## src/rtl/int_ctrl_gen.sv

```systemverilog
// Interrupt controller: per-channel synchroniser, debounce, trigger select and sticky status.
// Outputs a registered interrupt line and the lowest pending channel id.
module int_ctrl_gen #(
    parameter int N_IN        = 13,
    parameter int SYNC_STAGES = 2,
    parameter int DEB_CYCLES  = 4,
    parameter int ID_W        = 5
) (
    input  logic              clk,
    input  logic              res_n,
    input  logic [N_IN-1:0]   in_raw,
    input  logic [N_IN-1:0]   int_ena,
    input  logic [2*N_IN-1:0] int_mode,
    input  logic [N_IN-1:0]   int_clr,
    input  logic [N_IN-1:0]   int_set,
    output logic [N_IN-1:0]   int_sts,
    output logic [N_IN-1:0]   in_level,
    output logic [ID_W-1:0]   int_id,
    output logic              int_any,
    output logic              interrupt
);

    localparam int CNT_W = (DEB_CYCLES > 0) ? $clog2(DEB_CYCLES + 1) : 1;

    logic interrupt_q;

    genvar gi;
    generate
        for (gi = 0; gi < N_IN; gi++) begin : g_ch
            logic [SYNC_STAGES-1:0] sync_q;
            logic                   sync_w;
            logic                   level_q, level_d;
            logic                   sts_q, sts_d;
            logic                   edge_evt, lvl_evt;
            logic [1:0]             mode_w;

            assign sync_w = sync_q[SYNC_STAGES-1];
            assign mode_w = int_mode[2*gi +: 2];

            if (DEB_CYCLES == 0) begin : g_nodeb
                assign level_d = sync_w;
            end else begin : g_deb
                logic [CNT_W-1:0] cnt_q, cnt_d;

                // Accept the new level only after DEB_CYCLES consecutive differing samples.
                always_comb begin
                    level_d = level_q;
                    cnt_d   = '0;
                    if (sync_w != level_q) begin
                        if (cnt_q == CNT_W'(DEB_CYCLES - 1))
                            level_d = sync_w;
                        else
                            cnt_d = cnt_q + CNT_W'(1);
                    end
                end

                always_ff @(posedge clk) begin
                    if (!res_n) cnt_q <= '0;
                    else        cnt_q <= cnt_d;
                end
            end

            always_comb begin
                edge_evt = 1'b0;
                lvl_evt  = 1'b0;
                case (mode_w)
                    2'b00:   edge_evt = level_d & ~level_q;
                    2'b01:   edge_evt = ~level_d & level_q;
                    2'b10:   edge_evt = level_d ^ level_q;
                    default: lvl_evt  = level_d;
                endcase
            end

            // A held level yields to a clear for one cycle so software sees the drop,
            // then re-asserts; edge events and software set win over a clear.
            always_comb begin
                sts_d = sts_q;
                if (!int_ena[gi])
                    sts_d = 1'b0;
                else if (edge_evt || int_set[gi])
                    sts_d = 1'b1;
                else if (int_clr[gi])
                    sts_d = 1'b0;
                else if (lvl_evt)
                    sts_d = 1'b1;
            end

            always_ff @(posedge clk) begin
                if (!res_n) begin
                    sync_q  <= '0;
                    level_q <= 1'b0;
                    sts_q   <= 1'b0;
                end else begin
                    sync_q  <= {sync_q[SYNC_STAGES-2:0], in_raw[gi]};
                    level_q <= level_d;
                    sts_q   <= sts_d;
                end
            end

            assign int_sts[gi]  = sts_q;
            assign in_level[gi] = level_q;
        end
    endgenerate

    always_comb begin
        int_id = '0;
        for (int i = N_IN - 1; i >= 0; i--) begin
            if (int_sts[i]) int_id = ID_W'(i);
        end
    end

    assign int_any = |int_sts;

    always_ff @(posedge clk) begin
        if (!res_n) interrupt_q <= 1'b0;
        else        interrupt_q <= |int_sts;
    end

    assign interrupt = interrupt_q;

endmodule

```

## config.mk

```make
export PLATFORM = sky130hd
export DESIGN_NAME = int_ctrl_gen
export DESIGN_NICKNAME = d
export VERILOG_FILES = /design/src/rtl/int_ctrl_gen.sv
export SDC_FILE = /design/constraint.sdc
export NUM_CORES = 1
export LEC_CHECK = 0
export ABC_AREA = 1
export CAP_MARGIN = 0
export CORE_AREA = 4 4 106 108
export DETAILED_ROUTE_END_ITERATION = 7
export DIE_AREA = 0 0 110 112
export PLACE_DENSITY = 0.72
export SYNTH_ARGS = -nofsm -noshare
export SYNTH_HDL_FRONTEND = slang
export SYNTH_SLANG_ARGS = --single-unit
```

## constraint.sdc

```tcl
create_clock -name clk -period 1.8 [get_ports clk]
set_input_delay 0.36 -clock clk [delete_from_list [all_inputs] [get_ports clk]]
set_output_delay 0.36 -clock clk [all_outputs]
set_load 0.005 [all_outputs]
```

==> summary.md, run 1 <==
| Metric | Value |
|---|---|
| Min Clock Period, post-route | `roughly 1.9 ns` |
| Post-placement setup slack | `-0.164 ns` |
| Yosys top cell area share | `~41%` |
| Mapped Area | `~4500 µm²` |
| Die height | `112 µm` |
| Register area | `1860 µm²` |
| Power Dens Cells | `approximately 660 nW/µm²` |
| Max_slew headroom | `53.4%` |
| Initial antenna violation count | `0` |
| Hold buffers post-CTS | `0` |
| DR WL/cell | `approximately 12 µm` |
| Starting Density | `~44%` |
| CP Data Arrival Time | `1.50 ns` |
| Share of cells above drive strength 1 | `between 20% and 30%` |
| Total Die Area | `~12000 µm²` |
| Failing checks | `negative setup slack` |
| Reg-to-Reg Start | `g_ch[0].g_deb.cnt_q[0]$_SDFF_PP0_` |
| Setup ws final | `-0.0629 ns` |
| Capture point of the worst reg-to-reg path | `g_ch[0].sts_q$_SDFFE_PN0P_` |
| Fin. max-slew vios | `0` |
| Area growth from synthesis to layout | `38.9%` |
| Main synth FF type | `dfxtp_1` |
| Fin area | `6270 µm²` |
| Num CTS Buffers | `9` |
| Die Width | `between 100 and 150 µm` |
| Maximum vdd drop | `0.000419 V` |
| Synth warn | `0` |
| Worst slew pin tran | `roughly 0.70 ns` |
| Synth cell types | `24` |
| Kind of critical path | `reg2out` |
| Global-route wire length before repair | `roughly 15000 µm` |
| Vias in the first global route | `3565` |
| First DRT Iteration DRCs | `96` |
| Flops & latches, synth | `92` |
| Critical path capture point | `int_id[3]` |
| Crit Path Max Fanout | `4` |
| Status | `complete, but fails checks` |
| Std-Cell Rows | `37` |
| Sequential share of the synthesized area | `between 40% and 50%` |
| Max Cap Violations | `0` |
| Hold crit path type | `in2reg` |
| Largest net degree at the start of global routing | `29` |
| Routed vias/inst | `roughly 4.6` |
| GRT Util Overall | `15.2%` |
| Final-layout fill cell count | `909` |
| Mapped Cells | `about 570` |
| Clk sink count | `92` |
| Hold Fails Final Rpt | `0` |
| Worst hold slack | `about 0.26 ns` |
| Grt total ovfl | `0` |
| Post-synth EDFFs | `0` |
| Post-route ant nets | `0` |
| Clk_lat worst skew | `0.35 ns` |
| Crit path launch | `g_ch[10].sts_q$_SDFFE_PN0P_` |
| Root Buffer | `clkbuf_8` |
| Clock skew | `roughly 0.011 ns` |
| Multi-input gate area | `about 2200 µm²` |
| Commonest cells post-synth | `107 x inv_1, 92 x dfxtp_1, 82 x nor2_1` |
| Number of diodes | `0` |
| GPL Wtd Cong | `about 0.8` |
| 1st-pass router iterations | `4` |
| Dpl cell area | `roughly 5800 µm²` |
| Data required time of the worst path | `1.44 ns` |
| Reg2reg path depth | `8` |
| Worst reg2reg setup slack | `about 0.08 ns` |
| Via count | `between 3k and 4k` |
| Period utilization | `103%` |
| CTS tree | `built` |
| DP HPWL | `~7400 µm` |
| Core area | `10200 µm²` |
| IO Pins | `~110` |
| H-tree depth | `3` |
| DRC | `0` |
| Clock Pin Slew Worst Setup and Hold Paths | `around 0.090 ns` |
| Largest area contributor in the netlist | `dfxtp_1` |
| Leading post-synthesis cells by cell area | `dfxtp_1 41%, ha_1 14%, inv_1 8.9%` |
| Static Leak | `roughly 0.0027 µW` |
| Top-count cell post-synth | `inv_1` |
| Synth Net Count | `about 700` |
| Endpoints failing setup | `3` |
| Crit path capture type | `output port` |
| Fraction of registers with async set/reset | `0%` |
| Syn avg cell area | `approximately 7.9 µm²` |
| Maximum clock rate | `between 500 and 600 MHz` |
| Layout Nets | `830` |
| I/O Buffers | `about 110` |
| Clock buffer depth | `2` |
| Drt total wl | `a little under 10000 µm` |
| RSZ-0062 raised after global routing | `yes` |
| Util after Layout | `slightly above 60%` |
| CP Launch Type | `flip-flop` |
==> sequential cells by signal (all words and copies together) (netlist names) <==
name and cells:
g_ch.g_deb.cnt_q 39, g_ch.sync_q 26, g_ch.level_q 13, g_ch.sts_q 13, interrupt 1
==> what timing repair did <==
action | CTS | global route
endpoints found under the setup margin | 10 | 17
setup buffers | 2 | 10
pin swaps | 11 | 43
gates resized for setup | 38 | 58
==> stage by stage <==
step                setup TNS (ns)  total power, µW  instances
detailed placement          -0.421             2660        811
finish                      -0.104             4130        837
floorplan                        0             2340        571
CTS                        -0.0995             4140        827
global placement            -0.255             2650        811
global route                -0.505             4310        837
==> worst min-delay path by stage <==
stage                                             start                            end  slack (ns)  cells after the start
after global placement     g_ch[2].sync_q[0]$_SDFF_PN0_   g_ch[2].sync_q[1]$_SDFF_PN0_        0.39                      2
final                                             res_n  g_ch[11].sync_q[0]$_SDFF_PN0_        0.26                      3
after CTS                                         res_n    g_ch[12].sts_q$_SDFFE_PN0P_        0.24                      3
after global routing                              res_n  g_ch[11].sync_q[0]$_SDFF_PN0_        0.26                      3
after detailed placement  g_ch[10].sync_q[0]$_SDFF_PN0_  g_ch[10].sync_q[1]$_SDFF_PN0_        0.40                      2
after floorplan            g_ch[0].sync_q[0]$_SDFF_PN0_   g_ch[0].sync_q[1]$_SDFF_PN0_        0.39                      2
==> worst max-delay path: stages, from the launching register on <==
cell and delay (ns):
dfxtp_4 0.36, buf_4 0.15, nor4_4 0.23, buf_4 0.15, buf_4 0.11, nor3_4 0.04, buf_2 0.12
==> layer usage <==
metal | up-vias | track usage [%] | part of all wire (%) | wire length (µm)
met1 | 1706 | 18.4 | 43 | 4220
met2 | 101 | 26.1 | 48 | 4660
met5 | - | 0 | 0 | 0
met4 | 0 | 5.24 | 1.9 | 189
met3 | 16 | 3.54 | 6.8 | 666
li1 | 2017 | - | - | -
==> power by group <==
part | leakage [µW] | internal, µW | switching, µW
clock | 0.000100 | 805 | 669
combinational | 0.00185 | 310 | 224
sequential | 0.000757 | 2090 | 30.6
total | 0.00271 | 3200 | 924
==> area by class of cell <==
cell class / instances / area share [%]
Clock buffer: 10 / 2.20
Inverter: 123 / 7.49
Multi-Input combinational cell: 322 / 34.7
Tap cell: 136 / 2.72
Clock inverter: 4 / 1.20
Sequential cell: 92 / 29.7
Timing Repair Buffer: 150 / 22.0
==> logic make-up (layout without fill, tap and decap cells) <==
family	Yosys count	after routing	share of synthesized area [%]
compound gates	91	91	12.7
fa+ha+maj	52	52	14.4
buf+inv	157	287	15.5
flops	92	92	40.8
other cells	1	1	0.0831
simple gates	178	178	16.5
==> cell usage in the layout, fill, tap and decap left out, types with 8 or more instances in the layout <==
master             n
nor3_1             8
clkbuf_8          10
o21ai_1           15
o211ai_1          14
a21oi_1           28
inv_2             23
a211oi_2           8
dfxtp_2           15
nor3_2             9
nor2_1            80
nand2_1           64
buf_4             38
clkdlybuf4s50_1  105
dfxtp_1           76
ha_2              12
o21ai_2            8
inv_1             97
ha_1              36
Note: power is estimated with default switching activity, not from simulation.
==> run 2, diff against run 1 <==
--- a/config.mk
+++ b/config.mk
@@ -11,6 +11,7 @@
 export DETAILED_ROUTE_END_ITERATION = 7
 export DIE_AREA = 0 0 110 112
 export PLACE_DENSITY = 0.72
+export REMOVE_ABC_BUFFERS = 1
 export SYNTH_ARGS = -nofsm -noshare
 export SYNTH_HDL_FRONTEND = slang
 export SYNTH_SLANG_ARGS = --single-unit
==> run 2 against run 1 <==
Compared with the run above: the run now ends clean; clock-buffer cell count increased by 2; global-route usage up 0.97 points; register-to-register slack about the same; power rose by 0.66%; utilization increased by 0.75 points; final cell count did not move; critical path type unchanged; largest cell class unchanged.
==> summary.md, run 2 (synthesis results as in run 1) <==
| Metric | Value |
|---|---|
| Status | `finished, final reports clean (was complete, but fails checks)` |
| Hold Fails Final Rpt | `0 (unchanged)` |
| Endpoints failing setup | `0 (was 3)` |
| Share of cells above drive strength 1 | `23.0% (was 22.7%)` |
| Std-Cell Rows | `37 (unchanged)` |
| Layout Nets | `828 (was 830)` |
| Max reg flops | `39 (unchanged)` |
| GPL Wtd Cong | `0.813 (was 0.803)` |
| Non-Filler Instances | `837 (unchanged)` |
| Util after Layout | `62.0% (was 61.3%)` |
| Starting Density | `44.1% (unchanged)` |
| Hold crit path type | `in2reg (unchanged)` |
| Kind of critical path | `reg2out (unchanged)` |
| Maximum vdd drop | `0.000415 V (was 0.000419 V)` |
| Max_slew headroom | `55.4% (was 53.4%)` |
| Fin area | `6340 µm² (was 6270 µm²)` |
| Number of diodes | `0 (unchanged)` |
| Dpl cells | `814 (was 811)` |
| Routed vias/inst | `4.55 (was 4.59)` |
| H-tree depth | `3 (unchanged)` |
| Area growth from synthesis to layout | `40.6% (was 38.9%)` |
| RSZ-0062 raised after global routing | `yes (unchanged)` |
| CTS tree | `built (unchanged)` |
| Drt total wl | `10100 µm (was 9730 µm)` |
| Top Registers | `g_ch.g_deb.cnt_q (39), g_ch.sync_q (26) (unchanged)` |
| I/O Buffers | `111 (unchanged)` |
| Clock skew | `0.0132 ns (was 0.0106 ns)` |
| Clock buffer depth | `2 (unchanged)` |
| Biggest register | `g_ch.g_deb.cnt_q (unchanged)` |
| DRC | `0 (unchanged)` |
| Clock Pin Slew Worst Setup and Hold Paths | `0.09 ns (about the same)` |
| Total Die Area | `12300 µm² (unchanged)` |
| Clk sink count | `92 (unchanged)` |
| Die height | `112 µm (unchanged)` |
| IO Pins | `113 (unchanged)` |
| Static Leak | `0.00272 µW (was 0.00271 µW)` |
| Total chip power | `4160 µW (was 4130 µW)` |
| 1st-pass router iterations | `4 (unchanged)` |
| Num CTS Buffers | `9 (unchanged)` |
| Final-layout fill cell count | `885 (was 909)` |
| Fin. max-slew vios | `0 (unchanged)` |
| Power Dens Cells | `655 nW/µm² (was 659 nW/µm²)` |
| CP Launch Type | `flip-flop (unchanged)` |
| Root Buffer | `clkbuf_8 (unchanged)` |
| CP Data Arrival Time | `1.41 ns (was 1.50 ns)` |
| Largest net degree at the start of global routing | `27 (was 29)` |
| GRT Util Overall | `16.2% (was 15.2%)` |
| Vias in the first global route | `3663 (was 3565)` |
| First DRT Iteration DRCs | `157 (was 96)` |
| Crit path capture type | `output port (unchanged)` |
| Post-route ant nets | `0 (unchanged)` |
| Min Clock Period, post-route | `1.77 ns (was 1.86 ns)` |
| Maximum clock rate | `564 MHz (was 537 MHz)` |
| Dpl cell area | `5780 µm² (was 5750 µm²)` |
| Period utilization | `98.4% (was 103%)` |
| DR WL/cell | `12.0 µm (was 11.6 µm)` |
| Max Cap Violations | `0 (unchanged)` |
| Clk_lat worst skew | `0.35 ns (about the same)` |
| DP HPWL | `7460 µm (was 7360 µm)` |
| Die Width | `110 µm (unchanged)` |
| Grt total ovfl | `0 (unchanged)` |
| Via count | `3807 (was 3840)` |
| Crit Path Max Fanout | `3 (was 4)` |
| Initial antenna violation count | `0 (unchanged)` |
| Worst slew pin tran | `0.669 ns (was 0.699 ns)` |
| Commonest cells after routing, fill and taps aside | `105 x clkdlybuf4s50_1, 97 x inv_1, 77 x nor2_1 (was 105 x clkdlybuf4s50_1, 97 x inv_1, 80 x nor2_1)` |
| Global-route wire length before repair | `15900 µm (was 15200 µm)` |
| Data required time of the worst path | `1.44 ns (about the same)` |
| Core area | `10200 µm² (unchanged)` |
| Most common cell after layout, fill and taps aside | `clkdlybuf4s50_1 (unchanged)` |
[run 2: cell types whose count changed in the layout (fill, tap and decap cells not counted), sizes merged]
cell / previous run / this run
clkinvlp: 2 / 1
clkinv: 0 / 1
clkbuf: 10 / 12
buf: 45 / 43
[run 2: worst paths after layout]
path | start | endpoint | slack [ns] | cells past startpoint
max | g_ch[9].sts_q$_SDFFE_PN0P_ | int_id[0] | 0.03 | 11
min | res_n | g_ch[0].sync_q[1]$_SDFF_PN0_ | 0.27 | 3
max reg2reg | g_ch[10].g_deb.cnt_q[0]$_SDFF_PP0_ | g_ch[10].sts_q$_SDFFE_PN0P_ | 0.07 | 8
min reg2reg | g_ch[3].g_deb.cnt_q[0]$_SDFF_PP0_ | g_ch[3].g_deb.cnt_q[0]$_SDFF_PP0_ | 0.40 | 1
[run 2: layout make-up]
cell class | count | area [µm²] | area share, %
Clock inverter | 4 | 72.6 | 1.14
Sequential cell | 92 | 1860 | 29.3
Tap cell | 136 | 170 | 2.68
Timing Repair Buffer | 148 | 1360 | 21.5
Clock buffer | 12 | 145 | 2.29
Inverter | 123 | 467 | 7.36
Multi-Input combinational cell | 322 | 2260 | 35.7
[run 2: repair_timing]
action | in CTS | in global routing
hold buffers | 0 | 0
gates cloned | 0 | 0
gates resized for setup | 41 | 70
pin swaps | 8 | 39
endpoints found under the hold margin | 0 | 0
setup endpoints to repair | 8 | 19
setup buffers | 1 | 6
[run 2: power by group]
| group | internal (µW) | leakage (µW) | switching (µW) |
|---|---|---|---|
| Combinational | 297 | 0.00185 | 218 |
| Clock | 820 | 0.000107 | 696 |
| Sequential | 2090 | 0.000757 | 33.7 |
| Total | 3210 | 0.00272 | 948 |
[run 2: stage by stage]
step | setup WS (ns) | setup TNS, ns | hold slack [ns]
2_1_floorplan | 0.149 | 0 | 0.390
3_3_place_gp | -0.0573 | -0.143 | 0.391
3_5_place_dp | -0.0640 | -0.333 | 0.396
4_1_cts | -0.00375 | -0.00375 | 0.258
5_1_grt | -0.0874 | -0.293 | 0.260
6_report | 0.0281 | 0 | 0.268
[run 2: metal layers]
| metal | vias to the layer above | GRT usage, % | wire length, µm | share of wire, % |
|---|---|---|---|---|
| met2 | 83 | 28.5 | 5000 | 50 |
| met4 | 0 | 4.24 | 109 | 1.1 |
| met1 | 1710 | 19.0 | 4280 | 43 |
| met5 | - | 0 | 0 | 0 |
| li1 | 2007 | - | - | - |
| met3 | 7 | 4.52 | 671 | 6.7 |
[run 2: worst max-delay path: stages, from the launching register on]
cell and delay (ns):
dfxtp_2 0.36, inv_4 0.05, nand2_1 0.06, nand2_1 0.04
nand2_1 0.05, nand2_1 0.04, nand2_1 0.05, nand2_1 0.04
nand2_1 0.05, nand2_1 0.06, a21oi_2 0.13, buf_2 0.14
